**config.mk**
```make
export PLATFORM = sky130hd
export DESIGN_NAME = dcache_miss_handler_flat
export DESIGN_NICKNAME = d
export VERILOG_FILES = /design/src/rtl/dcache_miss_handler_if.sv /design/src/rtl/dcache_miss_handler.sv /design/src/flat_wrapper.sv
export SDC_FILE = /design/constraint.sdc
export NUM_CORES = 1
export LEC_CHECK = 0
export CAP_MARGIN = 15
export CORE_AREA = 2 2 140 142
export DETAILED_ROUTE_END_ITERATION = 10
export DIE_AREA = 0 0 142 144
export GPL_TIMING_DRIVEN = 1
export HOLD_SLACK_MARGIN = 0.05
export PLACE_DENSITY_LB_ADDON = 0.05
export SYNTH_ARGS = -nofsm -noshare
export SYNTH_HDL_FRONTEND = slang
export SYNTH_SLANG_ARGS = --single-unit
```
**constraint.sdc**
```tcl
create_clock -name clk -period 6.9 [get_ports clk]
set_clock_uncertainty 0.1 [all_clocks]
set_input_delay 1.035 -clock clk [delete_from_list [all_inputs] [get_ports clk]]
set_output_delay 1.035 -clock clk [all_outputs]
set_load 0.02 [all_outputs]
```
**src/rtl/dcache_miss_handler_if.sv**
```systemverilog
// Pipeline, cache and main-memory signal bundle for the data-cache miss handler.
// The slave modport is the handler itself; master is the surrounding system.
interface dcache_miss_handler_if #(
   parameter int ADDR_WIDTH = 32,
   parameter int DATA_WIDTH = 32
);
   logic                  lookup_valid;
   logic                  lookup_we;
   logic [ADDR_WIDTH-1:0] lookup_addr;
   logic [DATA_WIDTH-1:0] lookup_wdata;
   logic                  cache_hit;
   logic [DATA_WIDTH-1:0] cache_rdata;
   logic                  stall;
   logic [DATA_WIDTH-1:0] rdata;
   logic                  rdata_valid;
   logic                  fill_valid;
   logic [ADDR_WIDTH-1:0] fill_addr;
   logic [DATA_WIDTH-1:0] fill_data;
   logic                  mem_req;
   logic                  mem_we;
   logic [ADDR_WIDTH-1:0] mem_addr;
   logic [DATA_WIDTH-1:0] mem_wdata;
   logic                  mem_ack;
   logic [DATA_WIDTH-1:0] mem_rdata;
   logic [31:0]           hit_count;
   logic [31:0]           miss_count;

   modport slave (
      input  lookup_valid, lookup_we, lookup_addr, lookup_wdata,
      input  cache_hit, cache_rdata, mem_ack, mem_rdata,
      output stall, rdata, rdata_valid, fill_valid, fill_addr, fill_data,
      output mem_req, mem_we, mem_addr, mem_wdata, hit_count, miss_count
   );

   modport master (
      output lookup_valid, lookup_we, lookup_addr, lookup_wdata,
      output cache_hit, cache_rdata, mem_ack, mem_rdata,
      input  stall, rdata, rdata_valid, fill_valid, fill_addr, fill_data,
      input  mem_req, mem_we, mem_addr, mem_wdata, hit_count, miss_count
   );
endinterface

```
**src/rtl/dcache_miss_handler.sv**
```systemverilog
// Data-cache miss handler: serves load hits combinationally, runs memory
// transactions for load misses and write-through stores, refills the cache.
//
// state     | meaning
// S_IDLE    | accept a lookup; hits answered same cycle
// S_RD_REQ  | read request outstanding for a load miss
// S_FILL    | write fetched word into cache and return it
// S_WR_REQ  | write-through request outstanding
// S_WR_DONE | release pipeline; update cache only if the store hit
module dcache_miss_handler #(
   parameter int ADDR_WIDTH = 32,
   parameter int DATA_WIDTH = 32
) (
   input logic                   clk,
   input logic                   rst_n,
   dcache_miss_handler_if.slave  bus
);
   typedef enum logic [2:0] {
      S_IDLE,
      S_RD_REQ,
      S_FILL,
      S_WR_REQ,
      S_WR_DONE
   } state_t;

   state_t                r_state;
   logic [ADDR_WIDTH-1:0] r_addr;
   logic [DATA_WIDTH-1:0] r_data;
   logic                  r_hit;
   logic                  r_mem_req;
   logic                  r_mem_we;
   logic [31:0]           r_hit_cnt;
   logic [31:0]           r_miss_cnt;

   logic                  w_idle;
   logic                  w_load_hit;
   logic                  w_load_miss;
   logic                  w_store;
   logic                  w_fill;
   logic [ADDR_WIDTH-1:0] w_addr_aligned;

   assign w_idle         = (r_state == S_IDLE);
   assign w_load_hit     = w_idle & bus.lookup_valid & ~bus.lookup_we &  bus.cache_hit;
   assign w_load_miss    = w_idle & bus.lookup_valid & ~bus.lookup_we & ~bus.cache_hit;
   assign w_store        = w_idle & bus.lookup_valid &  bus.lookup_we;
   assign w_fill         = (r_state == S_FILL) | ((r_state == S_WR_DONE) & r_hit);
   assign w_addr_aligned = {bus.lookup_addr[ADDR_WIDTH-1:2], 2'b00};

   always_ff @(posedge clk or negedge rst_n) begin
      if (!rst_n) begin
         r_state    <= S_IDLE;
         r_addr     <= '0;
         r_data     <= '0;
         r_hit      <= 1'b0;
         r_mem_req  <= 1'b0;
         r_mem_we   <= 1'b0;
         r_hit_cnt  <= '0;
         r_miss_cnt <= '0;
      end else begin
         case (r_state)
            S_IDLE: begin
               if (w_load_hit) begin
                  r_hit_cnt <= r_hit_cnt + {31'd0, (r_hit_cnt != 32'hFFFF_FFFF)};
               end else if (w_load_miss) begin
                  r_addr     <= w_addr_aligned;
                  r_miss_cnt <= r_miss_cnt + {31'd0, (r_miss_cnt != 32'hFFFF_FFFF)};
                  r_mem_req  <= 1'b1;
                  r_mem_we   <= 1'b0;
                  r_state    <= S_RD_REQ;
               end else if (w_store) begin
                  r_addr    <= w_addr_aligned;
                  r_data    <= bus.lookup_wdata;
                  r_hit     <= bus.cache_hit;
                  r_mem_req <= 1'b1;
                  r_mem_we  <= 1'b1;
                  r_state   <= S_WR_REQ;
               end
            end
            S_RD_REQ: begin
               if (bus.mem_ack) begin
                  r_data    <= bus.mem_rdata;
                  r_mem_req <= 1'b0;
                  r_state   <= S_FILL;
               end
            end
            S_FILL:    r_state <= S_IDLE;
            S_WR_REQ: begin
               if (bus.mem_ack) begin
                  r_mem_req <= 1'b0;
                  r_state   <= S_WR_DONE;
               end
            end
            S_WR_DONE: r_state <= S_IDLE;
            default:   r_state <= S_IDLE;
         endcase
      end
   end

   // Hit path and stall are combinational so a load hit costs no cycle.
   assign bus.stall       = (w_idle & bus.lookup_valid & (bus.lookup_we | ~bus.cache_hit))
                          | (r_state == S_RD_REQ) | (r_state == S_WR_REQ);
   assign bus.rdata_valid = w_load_hit | (r_state == S_FILL);
   assign bus.rdata       = w_load_hit ? bus.cache_rdata :
                            (r_state == S_FILL) ? r_data : '0;
   assign bus.fill_valid  = w_fill;
   assign bus.fill_addr   = w_fill ? r_addr : '0;
   assign bus.fill_data   = w_fill ? r_data : '0;
   assign bus.mem_req     = r_mem_req;
   assign bus.mem_we      = r_mem_we;
   assign bus.mem_addr    = r_addr;
   assign bus.mem_wdata   = r_data;
   assign bus.hit_count   = r_hit_cnt;
   assign bus.miss_count  = r_miss_cnt;
endmodule

```
**src/flat_wrapper.sv**
```systemverilog
// flat-port wrapper written by rule: the top's interface ports become plain ports
module dcache_miss_handler_flat 
#(
   parameter int ADDR_WIDTH = 32,
   parameter int DATA_WIDTH = 32
)
  (clk, rst_n, bus_lookup_valid, bus_lookup_we, bus_lookup_addr, bus_lookup_wdata, bus_cache_hit, bus_cache_rdata, bus_mem_ack, bus_mem_rdata, bus_stall, bus_rdata, bus_rdata_valid, bus_fill_valid, bus_fill_addr, bus_fill_data, bus_mem_req, bus_mem_we, bus_mem_addr, bus_mem_wdata, bus_hit_count, bus_miss_count);
  dcache_miss_handler_if #(.ADDR_WIDTH(ADDR_WIDTH), .DATA_WIDTH(DATA_WIDTH)) bus_i ();
  input logic clk;
  input logic rst_n;
  input wire logic [$bits(bus_i.lookup_valid)-1:0] bus_lookup_valid;
  input wire logic [$bits(bus_i.lookup_we)-1:0] bus_lookup_we;
  input wire logic [$bits(bus_i.lookup_addr)-1:0] bus_lookup_addr;
  input wire logic [$bits(bus_i.lookup_wdata)-1:0] bus_lookup_wdata;
  input wire logic [$bits(bus_i.cache_hit)-1:0] bus_cache_hit;
  input wire logic [$bits(bus_i.cache_rdata)-1:0] bus_cache_rdata;
  input wire logic [$bits(bus_i.mem_ack)-1:0] bus_mem_ack;
  input wire logic [$bits(bus_i.mem_rdata)-1:0] bus_mem_rdata;
  output wire logic [$bits(bus_i.stall)-1:0] bus_stall;
  output wire logic [$bits(bus_i.rdata)-1:0] bus_rdata;
  output wire logic [$bits(bus_i.rdata_valid)-1:0] bus_rdata_valid;
  output wire logic [$bits(bus_i.fill_valid)-1:0] bus_fill_valid;
  output wire logic [$bits(bus_i.fill_addr)-1:0] bus_fill_addr;
  output wire logic [$bits(bus_i.fill_data)-1:0] bus_fill_data;
  output wire logic [$bits(bus_i.mem_req)-1:0] bus_mem_req;
  output wire logic [$bits(bus_i.mem_we)-1:0] bus_mem_we;
  output wire logic [$bits(bus_i.mem_addr)-1:0] bus_mem_addr;
  output wire logic [$bits(bus_i.mem_wdata)-1:0] bus_mem_wdata;
  output wire logic [$bits(bus_i.hit_count)-1:0] bus_hit_count;
  output wire logic [$bits(bus_i.miss_count)-1:0] bus_miss_count;
  assign bus_i.lookup_valid = bus_lookup_valid;
  assign bus_i.lookup_we = bus_lookup_we;
  assign bus_i.lookup_addr = bus_lookup_addr;
  assign bus_i.lookup_wdata = bus_lookup_wdata;
  assign bus_i.cache_hit = bus_cache_hit;
  assign bus_i.cache_rdata = bus_cache_rdata;
  assign bus_i.mem_ack = bus_mem_ack;
  assign bus_i.mem_rdata = bus_mem_rdata;
  assign bus_stall = bus_i.stall;
  assign bus_rdata = bus_i.rdata;
  assign bus_rdata_valid = bus_i.rdata_valid;
  assign bus_fill_valid = bus_i.fill_valid;
  assign bus_fill_addr = bus_i.fill_addr;
  assign bus_fill_data = bus_i.fill_data;
  assign bus_mem_req = bus_i.mem_req;
  assign bus_mem_we = bus_i.mem_we;
  assign bus_mem_addr = bus_i.mem_addr;
  assign bus_mem_wdata = bus_i.mem_wdata;
  assign bus_hit_count = bus_i.hit_count;
  assign bus_miss_count = bus_i.miss_count;
  dcache_miss_handler #(.ADDR_WIDTH(ADDR_WIDTH), .DATA_WIDTH(DATA_WIDTH)) u_core (.clk(clk), .rst_n(rst_n), .bus(bus_i));
endmodule
```
* After elaboration in Yosys (flattened, before gate mapping)
Cells that the tools add are included.
Storage, ports and cells: flip-flop bits (word level) 134, bits of input ports 134, output and inout bits 229, logic and storage cells 74
Cells by class: $add $sub $neg 2, eq/ne operators 13, muxes and demuxes 23, bitwise operators 16, reduce and logical (&&, ||, !) cells 12
Operators by type and width (number):
- $mux W32 | 10
- $add A32 B1 Y32 | 2
- $ne A32 B32 Y1 const B | 2
- $pmux W32 S2 | 1
- $mux W3 | 5
- $reduce_and A4 Y1 | 3
- $ne A2 B2 Y1 const B | 5
- $pmux W3 S3 | 1
- $and A1 B1 Y1 | 7
- $eq A3 B2 Y1 const B | 2
- $reduce_and A3 Y1 | 2
- $reduce_bool A2 Y1 | 3
- $mux W1 | 5
- $or A1 B1 Y1 | 5
- $reduce_and A5 Y1 | 1
- $not A1 Y1 | 4
- $eq A3 B1 Y1 const B | 1
- $eq A3 B3 Y1 const B | 1
- $logic_not A3 Y1 | 1
- $ne A3 B3 Y1 const B | 1
- $ne A2 B1 Y1 const B | 1
- $pmux W1 S2 | 1
- $reduce_and A2 Y1 | 1
- $reduce_or A2 Y1 | 1

* Depth between registers and ports, before layout
Gate-level depths: netlist of run 1.
depth after elaboration 7, depth in mapped cells 11, depth with buffers taken out 10

* Least setup slack after synthesis of run 1
OpenSTA, ideal clock, no wires.
path kind input -> output, start point in bus_lookup_valid, end point out bus_rdata[10], data arrival time 2460 ps, data required time 5765 ps, path slack 3305 ps, stages on the path 5, path buffers 2, cells stage by stage or4b_4 > buf_6 > nor2_1 > clkbuf_1 > a22o_1
On the way: word-level cells in the longest chain between the ends 4
RTL lines:
- start, declared | line flat_wrapper.sv:11 | input wire logic [$bits(bus_i.lookup_valid)-1:0] bus_lookup_valid;
- $and A1 B1 Y1 (3 in series) | line dcache_miss_handler.sv:43 | assign w_load_hit = w_idle & bus.lookup_valid & ~bus.lookup_we & bus.cache_hit;
- $mux W32 | line dcache_miss_handler.sv:103 | assign bus.rdata = w_load_hit ? bus.cache_rdata :
- end, declared | line flat_wrapper.sv:20 | output wire logic [$bits(bus_i.rdata)-1:0] bus_rdata;
Every way passes these cells.

* Worst setup path after layout of run 1
start point in bus_lookup_valid, end point out bus_rdata[9]
Same word-level chain as after synthesis.

==> results of run 1 <==
-- metrics by stage --
stage,hold WS (ps),worst slack (ps)
floorplan,380,3300
global placement,360,1870
detailed placement,380,1850
CTS,388,1840
global route,419,1770
finish,385,1860
-- Yosys cell counts, types with 4 or more instances --
| library cell | number | area share, % |
|---|---|---|
| buf_6 | 4 | 0.67 |
| nor3_1 | 15 | 1.1 |
| nor4_2 | 4 | 0.74 |
| clkbuf_1 | 30 | 1.7 |
| xor2_1 | 30 | 3.9 |
| and2_1 | 67 | 6.2 |
| ha_1 | 6 | 1.1 |
| nor2_1 | 45 | 2.5 |
| and4_1 | 6 | 0.78 |
| nand2_1 | 29 | 1.6 |
| or4_1 | 4 | 0.44 |
| nand4_1 | 21 | 1.9 |
| buf_4 | 4 | 0.44 |
| a21oi_1 | 33 | 2.4 |
| inv_1 | 5 | 0.28 |
| nor4_1 | 8 | 0.74 |
| dfrtp_1 | 132 | 49 |
| mux2i_1 | 32 | 4.7 |
| mux2_2 | 36 | 6.0 |
| a22o_1 | 32 | 4.1 |
| nand3_1 | 29 | 2.1 |
| xnor2_1 | 30 | 3.9 |
| and3_1 | 4 | 0.37 |
-- worst paths after layout --
path / start / to / slack, ps / depth (start not counted)
setup / recovery: bus_lookup_valid / bus_rdata[9] / 1860 / 5
setup reg to reg: u_core.bus.miss_count[8]$_DFFE_PN0P_ / u_core.bus.miss_count[30]$_DFFE_PN0P_ / 3480 / 9
hold reg to reg: u_core.bus.miss_count[28]$_DFFE_PN0P_ / u_core.bus.miss_count[28]$_DFFE_PN0P_ / 380 / 1
max in group asynchronous: rst_n / u_core.bus.mem_wdata[10]$_DFFE_PN0P_ / 4950 / 2
hold / removal: u_core.bus.miss_count[28]$_DFFE_PN0P_ / u_core.bus.miss_count[28]$_DFFE_PN0P_ / 380 / 1
min in group asynchronous: rst_n / u_core.bus.miss_count[20]$_DFFE_PN0P_ / 520 / 1
-- kinds of logic (layout without fill, tap and decap cells) --
| group | count (synthesis) | count (layout) | synth area share [%] |
|---|---|---|---|
| and+or+nand+nor | 251 | 251 | 21.3 |
| DFF | 132 | 132 | 48.9 |
| AOI/OAI and AO/OA | 69 | 69 | 6.96 |
| muxes | 68 | 68 | 10.7 |
| xor gates and xnor gates | 60 | 60 | 7.78 |
| buffers and inverters | 45 | 401 | 3.19 |
| adders and majority gates | 6 | 6 | 1.11 |
| other | 1 | 4 | 0.0555 |
-- power by group through the flow --
stage                     clock network (mW)  logic (mW)  registers, mW
after CTS                               1.03        2.35           1.28
final                                   1.01        2.32           1.28
after floorplan                            0       0.983           1.44
after global routing                    1.06        2.47           1.31
after global placement                     0        2.32           1.29
after detailed placement                   0        2.34           1.29
-- flip-flops by register name (all words and copies together) (netlist names) --
| register | cells |
|---|---|
| u_core.r_state | 3 |
| u_core.bus.mem_wdata | 32 |
| u_core.bus.miss_count | 32 |
| u_core.bus.mem_we | 1 |
| u_core.bus.mem_req | 1 |
| u_core.bus.hit_count | 32 |
| u_core.r_hit | 1 |
| u_core.bus.mem_addr | 30 |
-- layer usage --
metal  vias up  routed length (um)
li1       2905                   -
met1      2895                9510
met2       182               12400
met3        19                1610
met4         0                 264
met5         -                   0
-- cell type report --
cell class	count	area (um2)	area share, %
multi-input cells	458	3290	29.4
well taps	238	298	2.66
repair buffers	364	3620	32.4
clock buffers	18	429	3.84
inverters	5	18.8	0.168
clock inverters	14	225	2.01
flip-flops and latches	132	3300	29.5
==> summary.md, run 1 <==
| Metric | Value |
|---|---|
| Outcome | `completed` |
| Clk slew on worst S/H paths | `60 ps` |
| VDD IR-drop max | `0.261 mV` |
| Port Buffers | `356` |
| Overall routing resource usage | `22.9%` |
| Num CTS Buffers | `17` |
| Total negative slack | `0 ps` |
| Tmin final | `5040 ps` |
| Filler Cell Count | `1622` |
| Fmax | `199 MHz` |
| Vias post-DR | `6001` |
| Grt met2 use | `39.9%` |
| YS warnings | `0` |
| Crit path buf inv count | `2` |
| Setup CP Type | `input pin to primary output` |
| Post-route cell area | `0.0112 mm2` |
| Clk pwr share | `21.9%` |
| Count of final setup violators | `0` |
| Max-Cap Viols | `0` |
| Post-Route WL | `23.8 mm` |
| Startpoint Class | `input pin` |
| Worst Tran Pin Value | `1070 ps` |
| Cell count after synthesis | `632` |
| CTS root buf | `clkbuf_16` |
| Switching power | `1.81 mW` |
| FP Rows | `51` |
| Hold Vio Cnt, Final | `0` |
| Global Route met3 Usage | `7.25%` |
| Max_slew headroom | `28.4%` |
| Combinational group share of total power | `50.4%` |
| Commonest non-fill, non-tap cell in the layout | `clkdlybuf4s50_1` |
| Final HPWL DP | `17.8 mm` |
| Antenna violations before repair | `0` |
| Drt first-iter violations | `294` |
| Most used cell, CP | `clkdlybuf4s50_1` |
| Sequential power share | `27.7%` |
| Die H | `144 um` |
| Placed insts | `1197` |
| CTS resizes | `0` |
| Global-route wire length before repair | `35.5 mm` |
| Starting Density | `35.4%` |
| PD cells | `412 mW/mm2` |
| Crit path max fanout | `42` |
| Synth cell types | `43` |
| Share of cells above drive strength 1 | `9.49%` |
| Synthesized area per cell | `10.7 um2` |
| Routed Antenna Nets | `0` |
| Tcrit/Tclk final | `73.0%` |
| DP Area | `0.0105 mm2` |
| Number of synthesized register bits | `132` |
| Antenna diodes | `0` |
| CTS tree | `yes` |
| CTS H-tree depth | `4` |
| Synth-to-Final Area Change | `65.6%` |
| CP Cell Sequence | `clkdlybuf4s50_1 -> or4b_4 -> nor2_4 -> a22o_1 -> clkdlybuf4s50_1` |
| WP data required | `5760 ps` |
| Nets | `1118` |
| Final core occ | `58.6%` |
| Vias/cell | `4.88` |
| Non-Filler Instances | `1229` |
| Worst Setup End Kind | `primary output` |
| First drt pass iteration count | `4` |
| Worst-Skew Late Latency | `430 ps` |
| Asr flop ratio synth | `100%` |
| Sw frac | `39.3%` |
| Cell family with most CP delay | `simple AND/OR/NAND/NOR gates` |
| Met1 global-route usage | `27.4%` |
| Max Transition Viols Final | `0` |
| RSZ-0062 raised after global routing | `no` |
| Clock Sink Count | `132` |
| Post-synth top flop | `dfrtp_1` |
| Clock Path Buffers | `2` |
| Boundary Pins | `363` |
| Pleak | `4.60 nW` |
| CTS Hold Bufs | `0` |
| Global route hottest layer | `met2` |
| Post CTS Setup Buffer Count | `0` |
| Most frequent cells in the layout | `clkdlybuf4s50_1, dfrtp_1, and2_1` |
| Pint | `2.80 mW` |
| Gpl congestion | `0.836` |
| Worst hold path type | `register to register` |
| Crit path DAT | `3900 ps` |
| Post-Syn Area | `0.00676 mm2` |
| Vias in the first global route | `6004` |
| Wire per inst | `19.4 um` |
| Final total power | `4.61 mW` |
| Die area | `0.0204 mm2` |
| Core Area | `0.0191 mm2` |
| Drc violations | `0` |
| Post-synth EDFFs | `0` |
| Register area share after synthesis | `48.9%` |
| Largest net degree at the start of global routing | `79` |
| Crit-path max cell delay | `860 ps` |
| Critical Path Slowest Stage Cell | `nor2_4` |
| Die width | `142 um` |
| Grt ovf | `0` |
No activity file was read; power rests on OpenSTA's default activity.
==> run 2, diff against run 1 <==
--- a/config.mk
+++ b/config.mk
@@ -6,9 +6,9 @@
 export NUM_CORES = 1
 export LEC_CHECK = 0
 export CAP_MARGIN = 15
-export CORE_AREA = 2 2 140 142
+export CORE_AREA = 2 2 141 143
 export DETAILED_ROUTE_END_ITERATION = 10
-export DIE_AREA = 0 0 142 144
+export DIE_AREA = 0 0 143 145
 export GPL_TIMING_DRIVEN = 1
 export HOLD_SLACK_MARGIN = 0.05
 export PLACE_DENSITY_LB_ADDON = 0.05
==> constraint.sdc (replaced) <==
create_clock -name clk -period 4.73 [get_ports clk]
set_clock_uncertainty 0.1 [all_clocks]
set_input_delay 0.7095 -clock clk [delete_from_list [all_inputs] [get_ports clk]]
set_output_delay 0.7095 -clock clk [all_outputs]
set_load 0.02 [all_outputs]
==> run 2 against run 1 <==
Against the previous run: register-to-register slack got worse by 2200 ps; die area rose by 1.4%; via count rose by 2.3%; hold slack got worse by 180 ps; combinational power rose by 47%; critical path type unchanged; highest routed layer unchanged.
==> summary.md, run 2 (same netlist as run 1, synthesis figures left out) <==
| Metric | Value |
|---|---|
| Vias in the first global route | `6416` |
| Grt ovf | `0` |
| PD cells | `594 mW/mm2` |
| Antenna violations before repair | `1` |
| Critical Path Slowest Stage Cell | `clkdlybuf4s50_1` |
| Wire per inst | `19.2 um` |
| Synth-to-Final Area Change | `65.9%` |
| Combinational group share of total power | `51.5%` |
| Setup CP Type | `input pin to primary output` |
| Die width | `143 um` |
| Clk pwr share | `20.8%` |
| Filler Cell Count | `1607` |
| Hold Vio Cnt, Final | `0` |
| Die area | `0.0207 mm2` |
| Startpoint Class | `input pin` |
| Worst hold path type | `input pin to async pin` |
| Outcome | `completed` |
| Vias post-DR | `6142` |
| Share of cells above drive strength 1 | `9.59%` |
| Crit path max fanout | `34` |
| Boundary Pins | `363` |
| Non-Filler Instances | `1257` |
| Sequential power share | `27.8%` |
| Post CTS Setup Buffer Count | `0` |
| Commonest non-fill, non-tap cell in the layout | `clkdlybuf4s50_1` |
| Clock Path Buffers | `2` |
| Vias/cell | `4.89` |
| Pint | `4.02 mW` |
| Pleak | `4.61 nW` |
| Worst Tran Pin Value | `723 ps` |
| FP Rows | `51` |
| Placed insts | `1226` |
| Overall routing resource usage | `23.8%` |
| CTS resizes | `0` |
| Starting Density | `35.2%` |
| Fmax | `249 MHz` |
| Port Buffers | `356` |
| Crit path DAT | `3200 ps` |
| Post-Route WL | `24.2 mm` |
| Nets | `1120` |
| CTS root buf | `clkbuf_16` |
| Clock Sink Count | `132` |
| Max Transition Viols Final | `0` |
| Sw frac | `39.5%` |
| Most used cell, CP | `clkdlybuf4s50_1` |
| Total negative slack | `0 ps` |
| Core Area | `0.0192 mm2` |
| Count of final setup violators | `0` |
| Final core occ | `58.4%` |
| Drc violations | `0` |
| Routed Antenna Nets | `0` |
| Clk slew on worst S/H paths | `60 ps` |
| Num CTS Buffers | `17` |
| VDD IR-drop max | `0.465 mV` |
| Global-route wire length before repair | `38.0 mm` |
| First drt pass iteration count | `4` |
| CTS Hold Bufs | `0` |
| Worst Setup End Kind | `primary output` |
| Largest net degree at the start of global routing | `78` |
| CP Cell Sequence | `clkdlybuf4s50_1 -> or4b_4 -> nor2_4 -> buf_12 -> a22o_1 -> clkdlybuf4s50_1` |
| Tcrit/Tclk final | `84.7%` |
| Worst-Skew Late Latency | `420 ps` |
| Drt first-iter violations | `245` |
| Final total power | `6.65 mW` |
| WP data required | `3920 ps` |
| CTS tree | `yes` |
| RSZ-0062 raised after global routing | `no` |
| Tmin final | `4010 ps` |
| Gpl congestion | `0.831` |
| CTS H-tree depth | `4` |
| Crit-path max cell delay | `640 ps` |
| Switching power | `2.63 mW` |
| Most frequent cells in the layout | `clkdlybuf4s50_1, dfrtp_1, and2_1` |
| Max_slew headroom | `51.8%` |
| Final HPWL DP | `18.5 mm` |
| Max-Cap Viols | `0` |
| Die H | `145 um` |
## run 2: path summary, 6_finish.rpt
| kind | start | to | slack (ps) | depth (start not counted) |
|---|---|---|---|---|
| max | bus_lookup_valid | bus_rdata[20] | 720 | 6 |
| min | rst_n | u_core.bus.miss_count[17]$_DFFE_PN0P_ | 210 | 1 |
| max reg2reg | u_core.bus.miss_count[8]$_DFFE_PN0P_ | u_core.bus.miss_count[30]$_DFFE_PN0P_ | 1310 | 9 |
| min reg2reg | u_core.bus.mem_req$_DFFE_PN0P_ | u_core.bus.mem_req$_DFFE_PN0P_ | 380 | 2 |
| max in group asynchronous | rst_n | u_core.bus.mem_addr[19]$_DFFE_PN0P_ | 3360 | 2 |
| min in group clk | u_core.bus.mem_req$_DFFE_PN0P_ | u_core.bus.mem_req$_DFFE_PN0P_ | 380 | 2 |
## run 2: power by group through the flow
stage / Sequential (mW) / Clock (mW) / Combinational, mW
3_3_place_gp: 1.85 / 0 / 3.42
4_1_cts: 1.86 / 1.41 / 3.47
5_1_grt: 1.91 / 1.46 / 3.63
2_1_floorplan: 2.09 / 0 / 1.43
3_5_place_dp: 1.86 / 0 / 3.45
6_report: 1.85 / 1.38 / 3.42
## run 2: through the flow
stage          hold WS, ps  cell area (um2)  worst slack [ps]
2_1_floorplan          314             6770              1790
3_3_place_gp           367            10600               757
3_5_place_dp           367            10600               709
4_1_cts                251            11200               701
5_1_grt                250            11200               521
6_report               206            11200               722
## run 2: metal layers
metal	up-vias	global-route usage, %	wire, um
li1	2904	-	-
met3	25	8.18	1780
met2	207	40.8	12600
met4	0	6.14	401
met5	-	0	0
met1	3006	28.2	9440
## run 2: critical path, delay by kind of cell
kind / cells / cell delay [ps]
AO/OA/AOI/OAI: 1 / 170
buffers and inverters: 3 / 1390
AND/OR/NAND/NOR: 2 / 920
## run 2: cell type report
| class | count | area (um2) | share of cell area, % |
|---|---|---|---|
| clock buffers | 17 | 425 | 3.80 |
| multi-input cells | 458 | 3290 | 29.3 |
| flip-flops and latches | 132 | 3300 | 29.5 |
| well taps | 265 | 332 | 2.96 |
| clock inverters | 13 | 186 | 1.66 |
| diodes | 1 | 2.50 | 0.0223 |
| inverters | 5 | 18.8 | 0.167 |
| repair buffers | 366 | 3650 | 32.6 |
==> run 3, diff against run 2 <==
==> constraint.sdc (replaced) <==
create_clock -name clk -period 4.11 [get_ports clk]
set_clock_uncertainty 0.1 [all_clocks]
set_input_delay 0.6165 -clock clk [delete_from_list [all_inputs] [get_ports clk]]
set_output_delay 0.6165 -clock clk [all_outputs]
set_load 0.02 [all_outputs]
==> run 3 against run 2 <==
Against the previous run: clock power increased by 21%; highest routed layer unchanged; via count decreased by 0.62%; hold slack got worse by 53 ps; sequential share of layout area decreased by 0.14 points; routed wire length decreased by 0.24%; sequential cell count unchanged; total power increased by 17%; critical path depth unchanged; non-clock buffer count increased by 2; final cell count about the same; worst setup slack got worse by 390 ps; count of clock-buffer cells in the layout increased by 1.
==> summary.md, run 3 (same netlist as run 1, synthesis figures left out) <==
| Metric | Value |
|---|---|
| CTS root buf | `clkbuf_16` |
| Post-Route WL | `24.1 mm` |
| Outcome | `completed` |
| Register area | `0.00330 mm2` |
| Reg2reg path depth | `9` |
| Clock Path Buffers | `2` |
| Post-place setup slack | `356 ps` |
| Drc violations | `0` |
| Worst setup margin | `331 ps` |
| PD cells | `689 mW/mm2` |
| Antenna diodes | `0` |
| Antenna violations before repair | `1` |
| VDD IR-drop max | `0.395 mV` |
| Total negative slack | `0 ps` |
| Max-Cap Viols | `0` |
| Worst Setup End Kind | `primary output` |
| Overall routing resource usage | `23.1%` |
| Core Area | `0.0192 mm2` |
| CTS H-tree depth | `4` |
| Fmax | `265 MHz` |
| Commonest non-fill, non-tap cell in the layout | `clkdlybuf4s50_1` |
| Setup CP Type | `input pin to primary output` |
| Grt ovf | `0` |
| Largest net degree at the start of global routing | `91` |
| Pleak | `4.62 nW` |
| Vias post-DR | `6104` |
| Drt first-iter violations | `277` |
| CTS Hold Bufs | `0` |
| Cell family with most CP delay | `buffers and inverters` |
| Gpl congestion | `0.817` |
| WP data required | `3390 ps` |
| Vias in the first global route | `6257` |
| Worst Tran Pin Value | `830 ps` |
| Share of cells above drive strength 1 | `9.97%` |
| Most frequent cells in the layout | `clkdlybuf4s50_1, dfrtp_1, and2_1` |
| Tmin final | `3780 ps` |
| Starting Density | `35.2%` |
| Tcrit/Tclk final | `92.0%` |
| Synth-to-Final Area Change | `66.7%` |
| Multi-input logic area | `0.00329 mm2` |
| Count of final setup violators | `0` |
| Die H | `145 um` |
| CP Cell Sequence | `clkdlybuf4s50_1 -> or4b_4 -> nor2_4 -> buf_4 -> a22o_1 -> clkdlybuf4s50_1` |
| Worst reg-to-reg setup slack | `670 ps` |
| Fin Hold WS | `153 ps` |
| Num CTS Buffers | `17` |
| Crit path DAT | `3060 ps` |
| Global-route wire length before repair | `36.7 mm` |
| Post CTS Setup Buffer Count | `0` |
| Final HPWL DP | `18.2 mm` |
| Max_slew headroom | `44.6%` |
| Worst hold path type | `input pin to async pin` |
| Crit path max fanout | `34` |
| FF-to-FF End | `u_core.bus.miss_count[30]$_DFFE_PN0P_` |
| Crit path buf inv count | `3` |
| Die area | `0.0207 mm2` |
| Most used cell, CP | `clkdlybuf4s50_1` |
| Vias/cell | `4.85` |
| Die width | `143 um` |
| Critical Path Slowest Stage Cell | `clkdlybuf4s50_1` |
| Clk slew on worst S/H paths | `60 ps` |
| Worst-Skew Late Latency | `420 ps` |
| Routed Antenna Nets | `0` |
| CTS tree | `yes` |
| Wire per inst | `19.2 um` |
| Boundary Pins | `363` |
| FP Rows | `51` |
| RSZ-0062 raised after global routing | `no` |
| Startpoint Class | `input pin` |
| Hold Vio Cnt, Final | `0` |
| Max Transition Viols Final | `0` |
| First drt pass iteration count | `4` |
| Crit-path max cell delay | `610 ps` |
| Clock Sink Count | `132` |
| Filler Cell Count | `1587` |
| Nets | `1122` |
| Port Buffers | `356` |
| CTS resizes | `0` |
| FF-to-FF Start | `u_core.bus.miss_count[9]$_DFFE_PN0P_` |
[run 3: layout make-up]
type / instances / area share [%]
flip-flops and latches: 132 / 29.3
well taps: 265 / 2.94
repair buffers: 368 / 32.6
clock inverters: 12 / 1.82
inverters: 5 / 0.167
multi-input cells: 458 / 29.2
clock buffers: 18 / 3.90
[run 3: worst max path at each step]
stage	from	end	slack, ps	cells past startpoint
after floorplan	u_core.bus.miss_count[8]$_DFFE_PN0P_	u_core.bus.miss_count[22]$_DFFE_PN0P_	1220	10
after global routing	bus_lookup_valid	bus_rdata[3]	250	6
final	bus_lookup_valid	bus_rdata[23]	330	6
after detailed placement	bus_lookup_valid	bus_rdata[23]	360	6
after CTS	bus_lookup_valid	bus_rdata[23]	340	6
after global placement	bus_lookup_valid	bus_rdata[7]	400	6
[run 3: power by group]
part / total, mW / leakage (nW) / switching, mW / internal (mW)
clock network: 1.67 / 0.297 / 0.581 / 1.09
registers: 2.13 / 1.65 / 0.453 / 1.68
logic: 3.96 / 2.68 / 2.01 / 1.95
total: 7.76 / 4.62 / 3.04 / 4.72
[run 3: metrics by stage]
stage | total power, mW | cells | cell area (um2) | util [%]
CTS | 7.83 | 1258 | 11300 | 58.6
global route | 8.13 | 1258 | 11300 | 58.6
finish | 7.76 | 1258 | 11300 | 58.6
floorplan | 4.06 | 635 | 6770 | -
detailed placement | 6.14 | 1228 | 10600 | 55.3
global placement | 6.09 | 1228 | 10600 | 55.3
[run 3: worst reg2reg max path, cell delays in order (launching register included)]
cell and delay [ps]:
dfrtp_1 440, nand4_1 280, or3_1 490, or4_1 220, ha_1 150, ha_1 140, or3b_2 460, or4_4 540
nor4_1 350, xor2_1 190
[run 3: per-layer routing]
layer / vias up / part of all wire (%) / routed length [um] / track usage (%)
li1: 2914 / - / - / -
met1: 2974 / 39 / 9520 / 26.9
met5: - / 0 / 0 / 0
met3: 19 / 6.6 / 1590 / 6.96
met4: 0 / 1.6 / 384 / 6.29
met2: 197 / 52 / 12600 / 40.9
